==> src/rtl/cache_controller_burst_if.sv <==
// CPU/system-bus/SRAM-control bundle for the burst cache controller.
// master = CPU pipeline and bus environment, slave = the controller.
interface cache_controller_burst_if #(
  parameter int WORDSPERLINE     = 4,
  parameter int BLOCKOFFSETWIDTH = 2,
  parameter int INDEXWIDTH       = 6,
  parameter int BYTESPERWORD     = 4
);
  logic                        Pstrobe;
  logic                        Prw;
  logic [BYTESPERWORD-1:0]     store_type;
  logic                        isHit;
  logic [INDEXWIDTH-1:0]       addr_index;
  logic [BLOCKOFFSETWIDTH-1:0] block_offset;
  logic                        stall;
  logic                        SYSready;
  logic                        flush_req;

  logic                        Pready;
  logic                        SYSstrobe;
  logic                        SYSrw;
  logic                        pdataOE;
  logic                        sysdataOE;
  logic                        cs_tag;
  logic                        oe_tag;
  logic                        web_tag;
  logic                        cs_valid;
  logic                        oe_valid;
  logic                        web_valid;
  logic                        valid_wdata;
  logic                        cs_data;
  logic                        oe_data;
  logic [BYTESPERWORD-1:0]     web_data;
  logic                        sel_dataarray_in;
  logic [WORDSPERLINE-1:0]     sel_dataunit_in;
  logic [BLOCKOFFSETWIDTH-1:0] sel_dataunit_out;
  logic [INDEXWIDTH-1:0]       array_index;
  logic                        flush_done;

  modport master (
    output Pstrobe, Prw, store_type, isHit, addr_index, block_offset,
           stall, SYSready, flush_req,
    input  Pready, SYSstrobe, SYSrw, pdataOE, sysdataOE,
           cs_tag, oe_tag, web_tag, cs_valid, oe_valid, web_valid, valid_wdata,
           cs_data, oe_data, web_data, sel_dataarray_in, sel_dataunit_in,
           sel_dataunit_out, array_index, flush_done
  );

  modport slave (
    input  Pstrobe, Prw, store_type, isHit, addr_index, block_offset,
           stall, SYSready, flush_req,
    output Pready, SYSstrobe, SYSrw, pdataOE, sysdataOE,
           cs_tag, oe_tag, web_tag, cs_valid, oe_valid, web_valid, valid_wdata,
           cs_data, oe_data, web_data, sel_dataarray_in, sel_dataunit_in,
           sel_dataunit_out, array_index, flush_done
  );
endinterface

==> src/rtl/cache_controller_burst.sv <==
// Direct-mapped write-through, no-write-allocate L1 controller with counted
// line-refill bursts, registered write-hit decision and a flush sweep.
module cache_controller_burst #(
  parameter int WORDSPERLINE     = 4,
  parameter int BLOCKOFFSETWIDTH = 2,
  parameter int INDEXWIDTH       = 6,
  parameter int BYTESPERWORD     = 4
) (
  input  logic                    clk,
  input  logic                    rst,
  cache_controller_burst_if.slave bus
);

  typedef enum logic [2:0] {
    S_IDLE, S_READMEM, S_WRITEMEM, S_DONE, S_FLUSH
  } state_t;

  localparam logic [BLOCKOFFSETWIDTH-1:0] LAST_BEAT = BLOCKOFFSETWIDTH'(WORDSPERLINE - 1);
  localparam logic [INDEXWIDTH-1:0]       LAST_SET  = '1;
  localparam logic [WORDSPERLINE-1:0]     ONE_WORD  = WORDSPERLINE'(1);

  state_t                      state, state_nx;
  logic [BLOCKOFFSETWIDTH-1:0] beat_cnt;
  logic [INDEXWIDTH-1:0]       flush_idx;
  logic                        hit_q;

  logic beat_step;
  logic flush_step;
  logic hit_load;

  assign beat_step  = (state == S_READMEM) && bus.SYSready;
  assign flush_step = (state == S_FLUSH);
  assign hit_load   = (state == S_IDLE) && !bus.flush_req && bus.Pstrobe && bus.Prw;

  // NOTE: state registers use non-blocking assignments so every flop samples
  // pre-edge values regardless of block ordering.
  always_ff @(posedge clk) begin
    if (rst) begin
      state     <= S_IDLE;
      beat_cnt  <= '0;
      flush_idx <= '0;
      hit_q     <= 1'b0;
    end else begin
      state <= state_nx;
      if (beat_step)  beat_cnt  <= beat_cnt + 1'b1;
      if (flush_step) flush_idx <= flush_idx + 1'b1;
      if (hit_load)   hit_q     <= bus.isHit;
    end
  end

  assign bus.sel_dataunit_out = bus.block_offset;
  assign bus.array_index      = (state == S_FLUSH) ? flush_idx : bus.addr_index;

  always_comb begin
    // NOTE: every output and the next state get their IDLE value first, so no
    // branch can leave one unassigned and infer a latch.
    state_nx             = state;
    bus.Pready           = 1'b0;
    bus.SYSstrobe        = 1'b0;
    bus.SYSrw            = 1'b0;
    bus.pdataOE          = 1'b1;
    bus.sysdataOE        = 1'b0;
    bus.cs_tag           = bus.Pstrobe;
    bus.oe_tag           = bus.Pstrobe;
    bus.web_tag          = 1'b1;
    bus.cs_valid         = bus.Pstrobe;
    bus.oe_valid         = bus.Pstrobe;
    bus.web_valid        = 1'b1;
    bus.valid_wdata      = 1'b0;
    bus.cs_data          = 1'b1;
    bus.oe_data          = 1'b1;
    bus.web_data         = '1;
    bus.sel_dataarray_in = 1'b0;
    bus.sel_dataunit_in  = '0;
    bus.flush_done       = 1'b0;

    case (state)
      S_IDLE: begin
        if (bus.flush_req) begin
          state_nx = S_FLUSH;
        end else if (bus.Pstrobe) begin
          if (bus.Prw) begin
            bus.SYSstrobe = 1'b1;
            bus.SYSrw     = 1'b1;
            state_nx      = S_WRITEMEM;
          end else if (bus.isHit) begin
            bus.Pready = 1'b1;
          end else begin
            bus.SYSstrobe = 1'b1;
            state_nx      = S_READMEM;
          end
        end
      end

      S_READMEM: begin
        bus.SYSstrobe = 1'b1;
        bus.pdataOE   = 1'b0;
        if (bus.SYSready) begin
          bus.sel_dataunit_in = ONE_WORD << beat_cnt;
          bus.web_data        = '0;
          // The line only becomes valid once its last word has landed.
          if (beat_cnt == LAST_BEAT) begin
            bus.cs_tag      = 1'b1;
            bus.cs_valid    = 1'b1;
            bus.web_tag     = 1'b0;
            bus.web_valid   = 1'b0;
            bus.valid_wdata = 1'b1;
            state_nx        = S_DONE;
          end
        end
      end

      S_WRITEMEM: begin
        bus.SYSstrobe        = 1'b1;
        bus.SYSrw            = 1'b1;
        bus.sysdataOE        = 1'b1;
        bus.pdataOE          = 1'b0;
        bus.sel_dataarray_in = 1'b1;
        bus.sel_dataunit_in  = ONE_WORD << bus.block_offset;
        if (bus.SYSready) begin
          if (hit_q) bus.web_data = bus.store_type;
          state_nx = S_DONE;
        end
      end

      S_DONE: begin
        bus.Pready = 1'b1;
        if (!bus.stall) state_nx = S_IDLE;
      end

      S_FLUSH: begin
        bus.cs_valid    = 1'b1;
        bus.web_valid   = 1'b0;
        bus.valid_wdata = 1'b0;
        if (flush_idx == LAST_SET) begin
          bus.flush_done = 1'b1;
          state_nx       = S_IDLE;
        end
      end

      default: state_nx = S_IDLE;
    endcase
  end

endmodule

==> src/flat_wrapper.sv <==
// flat-port wrapper written by rule: the top's interface ports become plain ports
module cache_controller_burst_flat 
#(
  parameter int WORDSPERLINE     = 4,
  parameter int BLOCKOFFSETWIDTH = 2,
  parameter int INDEXWIDTH       = 6,
  parameter int BYTESPERWORD     = 4
)
  (clk, rst, bus_Pstrobe, bus_Prw, bus_store_type, bus_isHit, bus_addr_index, bus_block_offset, bus_stall, bus_SYSready, bus_flush_req, bus_Pready, bus_SYSstrobe, bus_SYSrw, bus_pdataOE, bus_sysdataOE, bus_cs_tag, bus_oe_tag, bus_web_tag, bus_cs_valid, bus_oe_valid, bus_web_valid, bus_valid_wdata, bus_cs_data, bus_oe_data, bus_web_data, bus_sel_dataarray_in, bus_sel_dataunit_in, bus_sel_dataunit_out, bus_array_index, bus_flush_done);
  cache_controller_burst_if #(.WORDSPERLINE(WORDSPERLINE), .BLOCKOFFSETWIDTH(BLOCKOFFSETWIDTH), .INDEXWIDTH(INDEXWIDTH), .BYTESPERWORD(BYTESPERWORD)) bus_i ();
  input  logic clk;
  input  logic rst;
  input wire logic [$bits(bus_i.Pstrobe)-1:0] bus_Pstrobe;
  input wire logic [$bits(bus_i.Prw)-1:0] bus_Prw;
  input wire logic [$bits(bus_i.store_type)-1:0] bus_store_type;
  input wire logic [$bits(bus_i.isHit)-1:0] bus_isHit;
  input wire logic [$bits(bus_i.addr_index)-1:0] bus_addr_index;
  input wire logic [$bits(bus_i.block_offset)-1:0] bus_block_offset;
  input wire logic [$bits(bus_i.stall)-1:0] bus_stall;
  input wire logic [$bits(bus_i.SYSready)-1:0] bus_SYSready;
  input wire logic [$bits(bus_i.flush_req)-1:0] bus_flush_req;
  output wire logic [$bits(bus_i.Pready)-1:0] bus_Pready;
  output wire logic [$bits(bus_i.SYSstrobe)-1:0] bus_SYSstrobe;
  output wire logic [$bits(bus_i.SYSrw)-1:0] bus_SYSrw;
  output wire logic [$bits(bus_i.pdataOE)-1:0] bus_pdataOE;
  output wire logic [$bits(bus_i.sysdataOE)-1:0] bus_sysdataOE;
  output wire logic [$bits(bus_i.cs_tag)-1:0] bus_cs_tag;
  output wire logic [$bits(bus_i.oe_tag)-1:0] bus_oe_tag;
  output wire logic [$bits(bus_i.web_tag)-1:0] bus_web_tag;
  output wire logic [$bits(bus_i.cs_valid)-1:0] bus_cs_valid;
  output wire logic [$bits(bus_i.oe_valid)-1:0] bus_oe_valid;
  output wire logic [$bits(bus_i.web_valid)-1:0] bus_web_valid;
  output wire logic [$bits(bus_i.valid_wdata)-1:0] bus_valid_wdata;
  output wire logic [$bits(bus_i.cs_data)-1:0] bus_cs_data;
  output wire logic [$bits(bus_i.oe_data)-1:0] bus_oe_data;
  output wire logic [$bits(bus_i.web_data)-1:0] bus_web_data;
  output wire logic [$bits(bus_i.sel_dataarray_in)-1:0] bus_sel_dataarray_in;
  output wire logic [$bits(bus_i.sel_dataunit_in)-1:0] bus_sel_dataunit_in;
  output wire logic [$bits(bus_i.sel_dataunit_out)-1:0] bus_sel_dataunit_out;
  output wire logic [$bits(bus_i.array_index)-1:0] bus_array_index;
  output wire logic [$bits(bus_i.flush_done)-1:0] bus_flush_done;
  assign bus_i.Pstrobe = bus_Pstrobe;
  assign bus_i.Prw = bus_Prw;
  assign bus_i.store_type = bus_store_type;
  assign bus_i.isHit = bus_isHit;
  assign bus_i.addr_index = bus_addr_index;
  assign bus_i.block_offset = bus_block_offset;
  assign bus_i.stall = bus_stall;
  assign bus_i.SYSready = bus_SYSready;
  assign bus_i.flush_req = bus_flush_req;
  assign bus_Pready = bus_i.Pready;
  assign bus_SYSstrobe = bus_i.SYSstrobe;
  assign bus_SYSrw = bus_i.SYSrw;
  assign bus_pdataOE = bus_i.pdataOE;
  assign bus_sysdataOE = bus_i.sysdataOE;
  assign bus_cs_tag = bus_i.cs_tag;
  assign bus_oe_tag = bus_i.oe_tag;
  assign bus_web_tag = bus_i.web_tag;
  assign bus_cs_valid = bus_i.cs_valid;
  assign bus_oe_valid = bus_i.oe_valid;
  assign bus_web_valid = bus_i.web_valid;
  assign bus_valid_wdata = bus_i.valid_wdata;
  assign bus_cs_data = bus_i.cs_data;
  assign bus_oe_data = bus_i.oe_data;
  assign bus_web_data = bus_i.web_data;
  assign bus_sel_dataarray_in = bus_i.sel_dataarray_in;
  assign bus_sel_dataunit_in = bus_i.sel_dataunit_in;
  assign bus_sel_dataunit_out = bus_i.sel_dataunit_out;
  assign bus_array_index = bus_i.array_index;
  assign bus_flush_done = bus_i.flush_done;
  cache_controller_burst #(.WORDSPERLINE(WORDSPERLINE), .BLOCKOFFSETWIDTH(BLOCKOFFSETWIDTH), .INDEXWIDTH(INDEXWIDTH), .BYTESPERWORD(BYTESPERWORD)) u_core (.clk(clk), .rst(rst), .bus(bus_i));
endmodule
==> config.mk <==
export PLATFORM = sky130hd
export DESIGN_NAME = cache_controller_burst_flat
export DESIGN_NICKNAME = d
export VERILOG_FILES = /design/src/rtl/cache_controller_burst_if.sv /design/src/rtl/cache_controller_burst.sv /design/src/flat_wrapper.sv
export SDC_FILE = /design/constraint.sdc
export NUM_CORES = 1
export LEC_CHECK = 0
export BUFFER_PORTS_ARGS = -buffer_cell sky130_fd_sc_hd__buf_4
export CORE_MARGIN = 5
export CORE_UTILIZATION = 48
export DETAILED_ROUTE_END_ITERATION = 16
export HOLD_SLACK_MARGIN = 0.08
export PLACE_DENSITY = 0.84
export SKIP_LAST_GASP = 1
export SYNTH_ARGS = -nofsm -noshare
export SYNTH_HDL_FRONTEND = slang
export SYNTH_SLANG_ARGS = --single-unit
==> constraint.sdc <==
create_clock -name clk -period 5 [get_ports clk]
set_clock_uncertainty 0.15 [all_clocks]
set_input_delay 1.5 -clock clk [delete_from_list [all_inputs] [get_ports clk]]
set_output_delay 1.5 -clock clk [all_outputs]
set_load 0.01 [all_outputs]
Word-level counts from Yosys, hierarchy flattened

Index checks and enable logic that the tools add are counted.

Register bits after elaboration: 12
Input bits: 20
Output and inout port bits: 32

Add/sub/neg operators: 2
Equal/unequal tests: 13
Shifts and indexed selects: 2
Muxes and demuxes: 46
Reductions and logical operators: 8

Operators with widths:

| operator                                                              | number |
|---|---|
| 3-bit 2-to-1 mux                                                      | 9 |
| 1-bit 2-to-1 mux                                                      | 24 |
| 4-bit 2-to-1 mux                                                      | 4 |
| 4-bit case mux with 2 select lines                                    | 2 |
| 3-bit case mux with 5 select lines                                    | 1 |
| 2-bit != test, second input constant                                  | 5 |
| 1-bit case mux with 2 select lines                                    | 5 |
| 1-bit by 2-bit << shifter with 4-bit output, first input constant     | 2 |
| 7-bit AND reduction                                                   | 1 |
| 6-bit by 1-bit adder with 6-bit output, second input constant         | 1 |
| 3-bit by 2-bit equality test with 1-bit output, second input constant | 2 |
| 6-bit equality test, second input constant                            | 1 |
| 6-bit 2-to-1 mux                                                      | 1 |
| 1-bit logical AND                                                     | 4 |
| 4-bit != test, second input constant                                  | 1 |
| 3-bit by 1-bit equality test with 1-bit output, second input constant | 1 |
| 3-bit equality test, second input constant                            | 1 |
| 3-bit zero test                                                       | 1 |
| 3-bit != test, second input constant                                  | 1 |
| 2-bit by 1-bit adder with 2-bit output, second input constant         | 1 |
| 2-bit equality test, second input constant                            | 1 |
| 2-bit OR reduction                                                    | 1 |
| 1-bit zero test                                                       | 1 |

Logic depth before layout (Yosys ltp)

Depth in word-level cells: 5
Gate-level depth with buffers: 6
Depth with buffers taken out: 6

Worst setup path after synthesis

OpenSTA, ideal clock, no wires.

Path type: input port to output port
Start: input bus_SYSready
End: output bus_cs_valid
Data arrival time: 2.441 ns
Required time: 3.350 ns
Slack: 0.909 ns
Stages: 5
Buffers on the path: 1
Cell sequence: nor4bb_1 > clkbuf_1 > nand2_1 > inv_2 > or3_1

Longest elaborated chain between the ends: 2

Ends and longest elaborated chain:

| what                               | line                         | source |
|---|---|---|
| start, declared                    | flat_wrapper.sv:20           | `input wire logic [$bits(bus_i.SYSready)-1:0] bus_SYSready;` |
| 1-bit 2-to-1 mux                   | cache_controller_burst.sv:98 | `if (bus.SYSready) begin` |
| 1-bit case mux with 2 select lines | cache_controller_burst.sv:77 | `case (state)` |
| end, declared                      | flat_wrapper.sv:30           | `output wire logic [$bits(bus_i.cs_valid)-1:0] bus_cs_valid;` |

No other way between the ends.

Final worst setup path

Same ends and word-level chain as after synthesis.

==> flow_metrics.env <==
export IMPL_maxCapViolCount=0
export IMPL_clk_latency_ns=0.27
export IMPL_dpl_hpwl_um=2060
export IMPL_syn_area_per_cell_um2=8.01
export IMPL_outcome="finished, final reports clean"
export IMPL_die_area_um2=3100
export IMPL_cts_htree_levels=1
export IMPL_crit_type="input port to output port"
export IMPL_overflow=0
export IMPL_drtIter0Drc=13
export IMPL_crit_buf_inv=4
export IMPL_cts_resized=0
export IMPL_synth_edf_count=0
export IMPL_total_power_w=0.000467
export IMPL_final_layout_size_suffix_gt1_share_pct=38.8
export IMPL_max_slew_worst_pin_slew_ns=0.652
export IMPL_finalCritPeriodShare_pct=85.7
export IMPL_io_buffers=49
export IMPL_synthSimpleGateAreaFrac_pct=29.6
export IMPL_place_congestion=0.778
export IMPL_clkTransAtPathRegs_ns=0.07
export IMPL_critical_path_max_fanout=7
export IMPL_cts_hold_buffers_added=0
export IMPL_cts_buffers=3
export IMPL_synth_cell_area_um2=1000
export IMPL_core_area_um2=1980
export IMPL_synth_compound_area_share_pct=13.3
export IMPL_num_io_pins=52
export IMPL_grt_pass1_wl_um=4000
export IMPL_synthCells=125
export IMPL_synth_top_area_cell="dfxtp_1"
export IMPL_report_final_slew_viol_count=0
export IMPL_async_flop_share_pct=0
export IMPL_max_freq_mhz=233
export IMPL_hold_viol=0
export IMPL_top_layer_used="met4"
export IMPL_drc=0
export IMPL_start_kind="input port"
export IMPL_cts_tree="yes"
export IMPL_num_antenna_cells=0
export IMPL_yosysTopAreaCellShare_pct=24.0
export IMPL_ys_seq_area_share_pct=24.0
export IMPL_critPathTopFamily="simple AND/OR/NAND/NOR gates"
export IMPL_met1_length_um=1040
export IMPL_p_leak_nw=0.627
export IMPL_via_count=984
export IMPL_max_stage_delay_ns=0.34
export IMPL_track_usage_pct=15.3
export IMPL_synth_seq_cells=12
export IMPL_area_growth_pct=33.6
export IMPL_ant_nets=0
export IMPL_path_cells="buf_4, nor4bb_1, buf_4, nand2_1, inv_2, or3_1, buf_4"
export IMPL_p_per_area_nw_per_um2=349
export IMPL_whs_path_depth=2
export IMPL_wl_um=2480
export IMPL_finalSetupViolCount=0
export IMPL_wl_per_cell_um=12.9
export IMPL_cp_common_cell="buf_4"
export IMPL_post_route_util_pct=67.5
export IMPL_crit_arrival_ns=2.64
export IMPL_rrSetupSlack_ns=2.83
export IMPL_start_util_pct=50.5
export IMPL_rsz0062_at_grt="no"
export IMPL_rr_worst_depth=4
export IMPL_post_synth_num_cell_types=40
export IMPL_wl_met3_um=195
export IMPL_antenna_found_initial=0
export IMPL_die_w_um=55.7
export IMPL_synth_mux_area_share_pct=8.75
export IMPL_rows=16
export IMPL_die_h_um=55.7
export IMPL_post_route_min_period_ns=4.29
export IMPL_grt_max_degree=16
export IMPL_vias_per_cell=5.13
export IMPL_synthFlopType="dfxtp_1"
export IMPL_crit_path_end_kind="output port"
export IMPL_cp_slowest_cell="or3_1"
export IMPL_finalNonFillerCells=192
export IMPL_critPathRequiredTime_ns=3.35
export IMPL_cts_sinks=12
export IMPL_synth_top_family_by_area="simple AND/OR/NAND/NOR gates"
export IMPL_yosysWarnings=0
export IMPL_synth_fa_ha_area_share_pct=6.25
export IMPL_clockRootBuffer="clkbuf_4"
export IMPL_clock_path_buffers=2
export IMPL_wl_met2_um=1230
export IMPL_hp_class="flop to flop"
export IMPL_grt_pass1_vias=929
export IMPL_ir_worst_vdd_uv=220
export IMPL_synthTopCellsByArea="dfxtp_1, ha_1, buf_4"
export IMPL_slew_headroom_pct=56.5
export IMPL_setup_tns_ns=0
export IMPL_dr_pass1_iters=4
export IMPL_synth_xor_area_share_pct=5.25
export IMPL_crit_cells=7
export IMPL_postCtsSetupRepairBufs=0
export IMPL_fin_nets=192
export IMPL_placed_cells=189
export IMPL_netlist_top_cells_count="dfxtp_1, nand2_1, nor2_1"
power breakdown:
group          internal, W  switching, W
Clock            0.0000278     0.0000300
Combinational     0.000141      0.000128
Sequential        0.000109     0.0000313
layout by cell type (no fill, tap or decap), types with 3 or more instances in the layout:
cell type   n
nor2_1     11
ha_1        5
a21oi_1     6
mux2_1      4
o21ai_1     7
xor2_1      4
dfxtp_1    12
nand2_1    12
nor2b_1     6
buf_4      50
clkbuf_4    3
nand3_1     4
inv_1       5
flip-flops by register name, indices dropped and copies added, names as in the netlist:
register          flops
u_core.hit_q          1
u_core.beat_cnt       2
u_core.state          3
u_core.flush_idx      6
per-layer routing:
layer  global-route usage (%)  up-vias
li1                         -      501
met1                     17.7      443
met2                     26.7       38
met3                     5.10        2
met4                     4.17        0
met5                        0        -
through the flow:
stage               setup WS (ns)  area [µm²]  hold WS [ns]
CTS                         0.718        1340         0.370
finish                      0.714        1340         0.368
global placement            0.751        1320         0.337
floorplan                   0.909        1000         0.314
global route                0.680        1340         0.418
detailed placement          0.730        1320         0.354
path summary, 6_finish.rpt:
path                  startpoint                  end
max                 bus_SYSready         bus_cs_valid
min          u_core.flush_idx[5]  u_core.flush_idx[5]
max reg2reg      u_core.state[2]  u_core.flush_idx[5]
min reg2reg  u_core.flush_idx[5]  u_core.flush_idx[5]
logic make-up (layout without fill, tap and decap cells):
logic type,after synthesis,after routing
xor gates and xnor gates,6,6
other,1,2
muxes,8,8
DFF,12,12
adders and majority gates,5,5
buffers and inverters,21,60
AOI/OAI and AO/OA,21,21
and+or+nand+nor,51,51
worst reg2reg max path: stages, from the launching register on:
cell and delay [ns]:
dfxtp_1 0.51, nor3b_4 0.64, nand4_1 0.26, or3_1 0.40, a21oi_1 0.14
final cells by class:
| type | instances | area [µm²] |
|---|---|---|
| fillers | 177 | 644 |
| multi-input cells | 93 | 639 |
| repair buffers | 50 | 375 |
| flip-flops and latches | 12 | 240 |
| well taps | 27 | 33.8 |
| inverters | 7 | 26.3 |
| clock buffers | 3 | 22.5 |
No activity file was read; power rests on OpenSTA's default activity.
